File: config.mk
export PLATFORM = sky130hd
export DESIGN_NAME = fifo_uart_tx_flat
export DESIGN_NICKNAME = d
export VERILOG_FILES = /design/src/rtl/fifo_uart_tx_if.sv /design/src/rtl/fifo_uart_tx.sv /design/src/flat_wrapper.sv
export SDC_FILE = /design/constraint.sdc
export NUM_CORES = 1
export LEC_CHECK = 0
export CORE_UTILIZATION = 58
export DETAILED_ROUTE_END_ITERATION = 8
export GPL_TIMING_DRIVEN = 0
export PLACE_DENSITY = 0.83
export SYNTH_ARGS = -nofsm -noshare
export SYNTH_HDL_FRONTEND = slang
export SYNTH_SLANG_ARGS = --single-unit
File: constraint.sdc
create_clock -name clk -period 2.95 [get_ports clk]
set_input_delay 0.885 -clock clk [delete_from_list [all_inputs] [get_ports clk]]
set_output_delay 0.885 -clock clk [all_outputs]
set_load 0.005 [all_outputs]
File: src/rtl/fifo_uart_tx_if.sv
// Purpose: bundles the FIFO-read handshake and the UART line/status outputs of fifo_uart_tx.
// Ports:   master = transmitter side (reads FIFO, drives tx/busy/frame_done);
//          slave  = environment side (provides enable and FIFO flags/data).
interface fifo_uart_tx_if;
    logic       enable;
    logic       fifo_empty;
    logic [7:0] fifo_data;
    logic       fifo_rd_en;
    logic       tx;
    logic       busy;
    logic       frame_done;

    modport master (
        input  enable, fifo_empty, fifo_data,
        output fifo_rd_en, tx, busy, frame_done
    );

    modport slave (
        output enable, fifo_empty, fifo_data,
        input  fifo_rd_en, tx, busy, frame_done
    );
endinterface

File: src/rtl/fifo_uart_tx.sv
// Purpose: pops bytes from a 1-cycle-latency FIFO and sends each as an 8N1/8E1/8O1 frame, LSB first.
// Latency: empty seen low in IDLE at edge N -> rd_en during cycle N+1 -> capture at N+2 -> tx falls at N+3.
// Backpressure: a new frame starts only when enable is high and the FIFO is non-empty while idle.
// Ports: clk, rst (async, active high); bus (master modport): enable, fifo_empty, fifo_data in;
//        fifo_rd_en, tx (registered, idle high), busy, frame_done (registered) out.
module fifo_uart_tx #(
    parameter int CLKS_PER_BIT = 16,
    parameter int PARITY_EN    = 0,
    parameter int PARITY_ODD   = 0,
    parameter int STOP_BITS    = 1
) (
    input  logic          clk,
    input  logic          rst,
    fifo_uart_tx_if.master bus
);

    localparam int             BW        = (CLKS_PER_BIT > 2) ? $clog2(CLKS_PER_BIT) : 1;
    localparam logic [BW-1:0]  BAUD_LAST = BW'(CLKS_PER_BIT - 1);
    localparam logic [2:0]     STOP_LAST = 3'(STOP_BITS - 1);
    localparam logic           PAR_ODD   = (PARITY_ODD != 0);
    localparam logic           PAR_ON    = (PARITY_EN != 0);

    typedef enum logic [2:0] {
        IDLE, FETCH, LOAD, START, DATA, PARITY, STOP
    } state_t;

    state_t         state, state_next;
    logic [BW-1:0]  baud_cnt;
    logic [2:0]     bit_cnt;
    logic [7:0]     shift_reg;
    logic           parity_bit;
    logic           tx_q, done_q;
    logic           tx_next, done_next, bit_end;

    // tx and frame_done are registered from the current state, so the line
    // trails the state register by one cycle; every bit still lasts exactly
    // CLKS_PER_BIT cycles and frame_done lines up with the last stop cycle on tx.
    always_comb begin
        state_next = state;
        tx_next    = 1'b1;
        done_next  = 1'b0;
        bit_end    = (baud_cnt == BAUD_LAST);
        case (state)
            IDLE: begin
                if (bus.enable && !bus.fifo_empty) state_next = FETCH;
            end
            FETCH:  state_next = LOAD;
            LOAD:   state_next = START;
            START: begin
                tx_next = 1'b0;
                if (bit_end) state_next = DATA;
            end
            DATA: begin
                tx_next = shift_reg[0];
                if (bit_end && bit_cnt == 3'd7) state_next = PAR_ON ? PARITY : STOP;
            end
            PARITY: begin
                tx_next = parity_bit;
                if (bit_end) state_next = STOP;
            end
            STOP: begin
                if (bit_end && bit_cnt == STOP_LAST) begin
                    state_next = IDLE;
                    done_next  = 1'b1;
                end
            end
            default: state_next = IDLE;
        endcase
    end

    always_ff @(posedge clk or posedge rst) begin
        if (rst) begin
            state      <= IDLE;
            tx_q       <= 1'b1;
            done_q     <= 1'b0;
            baud_cnt   <= '0;
            bit_cnt    <= '0;
            shift_reg  <= '0;
            parity_bit <= 1'b0;
        end else begin
            state  <= state_next;
            tx_q   <= tx_next;
            done_q <= done_next;

            // Counters restart on every state entry; bit_cnt tracks data bits in
            // DATA and stop-bit index in STOP.
            if (state_next != state) begin
                baud_cnt <= '0;
                bit_cnt  <= '0;
            end else if (bit_end) begin
                baud_cnt <= '0;
                bit_cnt  <= bit_cnt + 3'd1;
            end else begin
                baud_cnt <= baud_cnt + BW'(1);
            end

            if (state == LOAD) begin
                shift_reg  <= bus.fifo_data;
                parity_bit <= (^bus.fifo_data) ^ PAR_ODD;
            end else if (state == DATA && bit_end) begin
                shift_reg <= {1'b0, shift_reg[7:1]};
            end
        end
    end

    assign bus.fifo_rd_en = (state == FETCH);
    assign bus.busy       = (state != IDLE);
    assign bus.tx         = tx_q;
    assign bus.frame_done = done_q;

endmodule

File: src/flat_wrapper.sv
// flat-port wrapper written by rule: the top's interface ports become plain ports
module fifo_uart_tx_flat 
#(
    parameter int CLKS_PER_BIT = 16,
    parameter int PARITY_EN    = 0,
    parameter int PARITY_ODD   = 0,
    parameter int STOP_BITS    = 1
)
  (clk, rst, bus_enable, bus_fifo_empty, bus_fifo_data, bus_fifo_rd_en, bus_tx, bus_busy, bus_frame_done);
  fifo_uart_tx_if bus_i ();
  input  logic clk;
  input  logic rst;
  input wire logic [$bits(bus_i.enable)-1:0] bus_enable;
  input wire logic [$bits(bus_i.fifo_empty)-1:0] bus_fifo_empty;
  input wire logic [$bits(bus_i.fifo_data)-1:0] bus_fifo_data;
  output wire logic [$bits(bus_i.fifo_rd_en)-1:0] bus_fifo_rd_en;
  output wire logic [$bits(bus_i.tx)-1:0] bus_tx;
  output wire logic [$bits(bus_i.busy)-1:0] bus_busy;
  output wire logic [$bits(bus_i.frame_done)-1:0] bus_frame_done;
  assign bus_i.enable = bus_enable;
  assign bus_i.fifo_empty = bus_fifo_empty;
  assign bus_i.fifo_data = bus_fifo_data;
  assign bus_fifo_rd_en = bus_i.fifo_rd_en;
  assign bus_tx = bus_i.tx;
  assign bus_busy = bus_i.busy;
  assign bus_frame_done = bus_i.frame_done;
  fifo_uart_tx #(.CLKS_PER_BIT(CLKS_PER_BIT), .PARITY_EN(PARITY_EN), .PARITY_ODD(PARITY_ODD), .STOP_BITS(STOP_BITS)) u_core (.clk(clk), .rst(rst), .bus(bus_i));
endmodule
* Word level (Yosys, flattened, before mapping) *
Cells that the tools add are included.

word-level totals
  flip-flop bits (word level) = 21
  input port bits = 12
  output and inout port bits = 4
  logic and storage cells = 44

operators by class
  add/subtract/negate cells = 2
  equal/unequal tests = 9
  muxes and demuxes = 15
  reductions and logical operators = 11

operator list
  kind                                                 count
  two-way mux 3 bit                                    7
  case mux 3 bit (7 select lines)                      1
  two-way mux 8 bit                                    2
  equality test 3 bit, second input constant           4
  two-way mux 4 bit                                    2
  parity 8 bit                                         1
  equality test 3 x 2 -> 1 bit, second input constant  2
  zero test 3 bit                                      2
  adder 4 x 1 -> 4 bit, second input constant          1
  equality test 4 bit, second input constant           1
  logical AND 1 bit                                    4
  nonzero test 2 bit                                   2
  adder 3 x 1 -> 3 bit, second input constant          1
  equality test 3 x 1 -> 1 bit, second input constant  1
  inequality test 3 bit                                1
  case mux 1 bit (3 select lines)                      1
  nonzero test 3 bit                                   1
  two-way mux 1 bit                                    2
  zero test 1 bit                                      1

* Longest topological paths before layout *
  depth in word-level cells = 6
  mapped depth = 7
  depth with buffers taken out = 6

* Worst setup path before layout *
Ideal clock, no wire load.

  path kind = reg-to-output
  start point = reg u_core.state[0]
  end point = out bus_busy
  arrival time = 899 ps
  required time = 2065 ps
  slack = 1166 ps
  cell stages (with the launch flop) = 3
  path buffers = 1
  path through = dfrtp_1 -> buf_2 -> or3_1

between the ends
  word-level cells in the longest chain between the ends = 1

RTL lines
  what                      RTL line             text
  start: declaration        fifo_uart_tx.sv:27   state_t state, state_next;
  start signal: assignment  fifo_uart_tx.sv:81   state <= state_next;
  nonzero test 3 bit        fifo_uart_tx.sv:107  assign bus.busy = (state != IDLE);
  end: declaration          flat_wrapper.sv:18   output wire logic [$bits(bus_i.busy)-1:0] bus_busy;

Every way passes these cells.

* Worst setup path after layout *
Ends and elaborated chain as after synthesis.

==> impl_summary.md <==
Yosys
Among all cell types in the netlist, the one instantiated most often is dfrtp_1. The parity-gate share of the synthesized area counting xor and xnor cells is 6.38%. Sequential cells were found to cover 42.6% of the synthesized design area. For this run, the leading register cell type out of synthesis is dfrtp_1. In the synthesized netlist, the cells that appear most often are dfrtp_1, nand2_1, xnor2_1. The post-synthesis cell count is 118. The number of warnings reported in the yosys synthesis log is 0. By area, the combinational part of the netlist is dominated by simple AND/OR/NAND/NOR gates. Counting flops with a built-in enable in the synthesized netlist gives 0. The largest total area in the synthesized netlist belongs to dfrtp_1. The area share of the largest cell type after synthesis is 40.5%. The synthesized net count is 134. The number of unique standard cell types used by synthesis is 36. The share of cell area taken by muxes after synthesis is 6.48%. Summing every instance area after synthesis gives 1240 sq um.

The area share of and/or/nand/nor cells after synthesis is 21.1%. After synthesis, the cell types taking the most area are dfrtp_1, mux2i_1, xnor2_1. Summing the areas of all compound-gate instances in the mapped netlist gives 12.3% of the synthesized area.

The synthesized design contains 21 register bits. The fraction of synthesis flops using an asynchronous set or reset pin is 100%. The synthesized area per cell is 10.5 sq um. The fraction of the mapped netlist area in adder cells is 4.05%.

STA
The clock skew after layout is 0.00834 ns. The number of pins with negative max-slew slack in the final report was 0. In the final timing run, aggregate negative setup slack is 0 ns. The worst slew slack as a fraction of its limit is 48.0%. Setup violations remaining at the end of the flow were counted as 0.

The count of final hold-check violations is 0. Timing would allow up to 382 MHz. Setup repair after global routing left no endpoint under its margin.

At the pin with the least slew margin, the transition time is 0.779 ns. The routed design could run at a clock period as short as 2.62 ns. The period utilization is 88.8%.

Global routing
The global router's overall resource usage is 21.5%. The via count of the first global-routing pass came to 765. The first global-routing pass estimated 3390 microns of wire.

The number of antenna violations at the first check in global routing came to 0. For this run the aggregate overflow at the end of global routing stands at 0. Entering global routing, the biggest net connects 22 pins.

Worst hold path
The startpoint identified for the worst hold timing path is u_core.baud_cnt[0]. The tightest min-delay check is of the reg -> reg type.

Setup path
The number of buffers and inverters on the critical path is 2. The critical path is of the reg -> out type. The capture point of the worst path is bus_busy. The endpoint identified for the worst register-to-register timing path is u_core.bit_cnt[0].

STA classifies the critical path startpoint as a flop. Walking the worst path, the cells encountered are buf_2, or3_1, clkdlybuf4s50_1. The cell depth of the worst setup path is 3. On the critical path, the stage with the largest delay is an instance of dfrtp_1. The number of cells on the worst reg-to-reg path is 5. The beginning of the critical path is u_core.state[0]. In this run the critical register-to-register path is launched from u_core.baud_cnt[0]. The largest stage delay on the critical path is 0.47 ns. The register-to-register setup slack is 1.32 ns. The critical path data arrival time is 1.73 ns.

The largest fanout of any net on the critical path is 10. The largest delay contributor family on the critical path is buffers and inverters. The worst setup path is captured at an output port.

The data required time at the worst endpoint is 2.07 ns.

Clock tree
The longest clock path from root to sink contains 2 buffers. The total of hold buffers inserted after clock tree synthesis is 0. The clock transition time at the flip-flop clock pins of the worst setup and hold paths is 0.11 ns. TritonCTS built the clock tree. Clock tree synthesis inserted a total of 3 buffers.

CTS placed an instance of clkbuf_4 at the clock tree root. The number of H-tree levels is 1. The post-cts sizing count is 0. At the later pin of the worst-skew pair, clock insertion delay measures 0.29 ns. The tree built by TritonCTS fans out to 21 sinks. The setup fix buffers added after clock tree synthesis is 0.

Placement
The placed cell count is 160. The last weighted congestion value of the routability-driven placer is 0.757. The count of port buffers added during placement is 15.

The post-DP HPWL is 1600 microns.

Run status
The run finished with clean final reports.

Routing
The average wire per standard cell is 12.8 microns. The detail route stage leaves a number of antenna-violating nets equal to 0. In this run, the number of DRC markers left after iteration 0 of detailed routing was 14. The total DRC errors in the routed layout is 0.

The total number of vias is 860. The number of iterations in the first detailed-routing pass is 3. The number of vias per cell is 5.24.

The wire length reported by the detailed router is 2100 microns.

Job
The tool flagged a number of max-cap violations equal to 0.

Die
The core outline area is 1980 sq um. The initial utilization of the core area, before any placement, comes to 62.4%. The die covers 2320 sq um. The die boundary width is 48.2 microns. The number of core rows is 16.

The boundary pin count is 16. The die boundary height is 48.2 microns.

Layout
The post-route netlist has 17.5% of its cells at a drive strength greater than 1. Excluding fillers, the count of instances in the completed layout stands at 164. The synthesis-to-layout area growth is 17.0%. The final net count is 154. 0 antenna diodes ended up in the layout.

The number of flip-flops under the largest register name is 8.

Power
Across the VDD grid, the largest voltage drop is 0.288 mV. The power per cell area is 341 nW/um^2. The cell leakage power is 0.000607 uW.
logic make-up after synthesis:
| kind of cell | count (synthesis) |
|---|---|
| and+or+nand+nor | 41 |
| AOI/OAI and AO/OA | 24 |
| DFF | 21 |
| buffers and inverters | 11 |
| muxes | 8 |
| xor gates and xnor gates | 9 |
| adders and majority gates | 4 |
worst min path at each step:
| stage | end | slack [ns] | cells after the start |
|---|---|---|---|
| finish | u_core.baud_cnt[0] | 0.52 | 1 |
| global route | u_core.baud_cnt[0] | 0.56 | 1 |
| CTS | u_core.baud_cnt[0] | 0.52 | 1 |
| detailed placement | u_core.baud_cnt[0] | 0.50 | 1 |
| global placement | u_core.baud_cnt[0] | 0.49 | 1 |
| floorplan | u_core.baud_cnt[0] | 0.47 | 1 |
metrics by stage:
stage	instance area [sq um]	total power (uW)	hold slack, ns	setup slack, ns	util, %
detailed placement	1420	366	0.499	0.673	71.7
global placement	1420	363	0.492	0.668	71.7
CTS	1450	500	0.524	0.321	73.0
global route	1450	515	0.560	0.252	73.0
floorplan	1240	340	0.473	1.17	-
finish	1450	494	0.523	0.332	73.0
routing by layer:
| metal | GRT usage [%] | routed length (microns) |
|---|---|---|
| met1 | 28.5 | 1030 |
| met5 | 0 | 0 |
| met4 | 6.67 | 14 |
| met3 | 4.44 | 43 |
| met2 | 35.5 | 1020 |
layout by cell type (no fill, tap or decap), drive strengths merged, types with 4 or more instances in the layout:
master	n
clkdlybuf4s50	15
nor2	7
dfrtp	20
buf	7
clkbuf	4
mux2i	8
ha	4
a21oi	6
nand2	13
inv	4
o21ai	9
nor3	5
xnor2	9
layout make-up:
class	count	area (sq um)
Sequential cell	21	527
Buffer	7	72.6
Timing Repair Buffer	15	150
Multi-Input combinational cell	86	622
Clock buffer	4	26.3
Fill cell	131	536
Tap cell	27	33.8
Inverter	4	15.0
power breakdown:
group | internal (uW) | switching [uW] | total [uW]
Sequential | 299 | 6.87 | 306
Clock | 52.5 | 80.8 | 133
Combinational | 31.3 | 22.8 | 54.1
Total | 383 | 110 | 494
Note: power is estimated with default switching activity, not from simulation.
==> RTL edit (config.mk and constraints unchanged) <==
`PARITY_ODD` is set to 0 in 2 places; all go to 1.
--- a/src/rtl/fifo_uart_tx.sv
+++ b/src/rtl/fifo_uart_tx.sv
@@ -6,7 +6,7 @@
 module fifo_uart_tx #(
     parameter int CLKS_PER_BIT = 16,
     parameter int PARITY_EN    = 0,
-    parameter int PARITY_ODD   = 0,
+    parameter int PARITY_ODD   = 1,
     parameter int STOP_BITS    = 1
 ) (
     input  logic          clk,
--- a/src/flat_wrapper.sv
+++ b/src/flat_wrapper.sv
@@ -3,7 +3,7 @@
 #(
     parameter int CLKS_PER_BIT = 16,
     parameter int PARITY_EN    = 0,
-    parameter int PARITY_ODD   = 0,
+    parameter int PARITY_ODD   = 1,
     parameter int STOP_BITS    = 1
 )
   (clk, rst, bus_enable, bus_fifo_empty, bus_fifo_data, bus_fifo_rd_en, bus_tx, bus_busy, bus_frame_done);
Formal check against the unedited RTL: same outputs for any inputs over 10 cycles, from zero or initial values and one cycle with rst high; that may be too few to reach the edited logic, so the function may still have changed.
==> RTL edit against the original RTL <==
- cell area decreased by 2.9%
- first-iteration DRC count fell by 21%
- die area fell by 3.3%
- routed wire length down 2.5%
- total power hardly changed
- critical path type unchanged
- sequential cell count did not move
- area after synthesis down 3.4%
- final cell count is the same
- setup slack got worse by 2.2 ps
- largest power group unchanged
==> RTL edit: results (changes against the original RTL) <==
| Metric | Value |
|---|---|
| Outcome | completed (unchanged) |
| Met3 wire length | 70 um (was 43 um) |
| Metal2 WL | 1.05 mm (was 1.02 mm) |
| Vias in the first global route | 793 (was 765) |
| Number of DRC markers in iteration 0 | 11 (was 14) |
| Ant diodes | 0 (unchanged) |
| Hold Path Origin | u_core.baud_cnt[0] (unchanged) |
| Routing usage on met3 | 0.0423 (was 0.0444) |
| R2r setup slk | 1240 ps (was 1320 ps) |
| Worst R2R Path Depth | 6 (was 5) |
| Gr usage total | 0.205 (was 0.215) |
| Drt pass-1 iters | 2 (was 3) |
| Most frequent cells after synthesis | dfrtp_1 (20), nand2_1 (14), xnor2_1 (9) (was dfrtp_1 (20), nand2_1 (13), xnor2_1 (9)) |
| Met1 usage | 0.257 (was 0.285) |
| WL final | 2.05 mm (was 2.10 mm) |
| Peak supply drop | 0.000318 V (was 0.000288 V) |
| First-pass GRT wire length | 3.22 mm (was 3.39 mm) |
| Reg-to-reg endpoint | u_core.bit_cnt[1] (was u_core.bit_cnt[0]) |
| Post-DP HPWL | 1.57 mm (was 1.60 mm) |
| Slew at the pin closest to its max-slew limit | 774 ps (was 779 ps) |
| Routed metal-1 wirelength | 913 um (was 1.03 mm) |
| Hold EP | u_core.baud_cnt[0] (unchanged) |
| Fraction of layout cells with a size suffix above 1 | 0.153 (was 0.175) |
| Cell leakage power | 0.566 nW (was 0.607 nW) |
| Sequential fraction of the synthesis area | 0.441 (was 0.426) |
==> RTL edit: how the worst max path moves through the flow <==
stage	startpoint	end	cells past startpoint
after floorplan	u_core.state[2]	bus_busy	2
after global placement	u_core.state[2]	bus_busy	3
after detailed placement	u_core.state[2]	bus_busy	3
after CTS	u_core.state[1]	bus_busy	3
after global routing	u_core.state[2]	bus_busy	3
final	u_core.state[2]	bus_busy	3
==> RTL edit: logic make-up (layout without fill, tap and decap cells) <==
logic type               after synthesis  after routing  share of synthesized area
adder cells (fa/ha/maj)                4              4                     0.0419
AO/OA/AOI/OAI                         23             23                      0.126
buffers and inverters                 13             32                     0.0629
AND/OR/NAND/NOR                       39             39                      0.184
flip-flops                            21             21                      0.441
multiplexers                           9              9                     0.0776
XOR/XNOR                               9              9                     0.0660
==> RTL edit: power breakdown <==
part	switching (mW)	internal [mW]
combinational	0.0226	0.0327
sequential	0.00508	0.299
clock	0.0837	0.0504
==> RTL edit: critical path, stage by stage, from the launching register on <==
cell             delay (ps)
dfrtp_1                 440
buf_2                   190
or3_1                   360
clkdlybuf4s50_1         450
==> RTL edit: area by class of cell <==
cell class | count | area [um^2]
multi-input combinational | 84 | 592
buffer | 6 | 48.8
fill | 161 | 537
clock buffer | 3 | 22.5
tap | 27 | 33.8
timing repair buffer | 15 | 150
clock inverter | 1 | 5.00
inverter | 7 | 26.3
sequential | 21 | 527
==> RTL edit: through the flow <==
step	setup WS [ps]	cell area, um^2
finish	330	1410
detailed placement	649	1380
CTS	301	1410
floorplan	1130	1190
global route	257	1410
global placement	684	1380
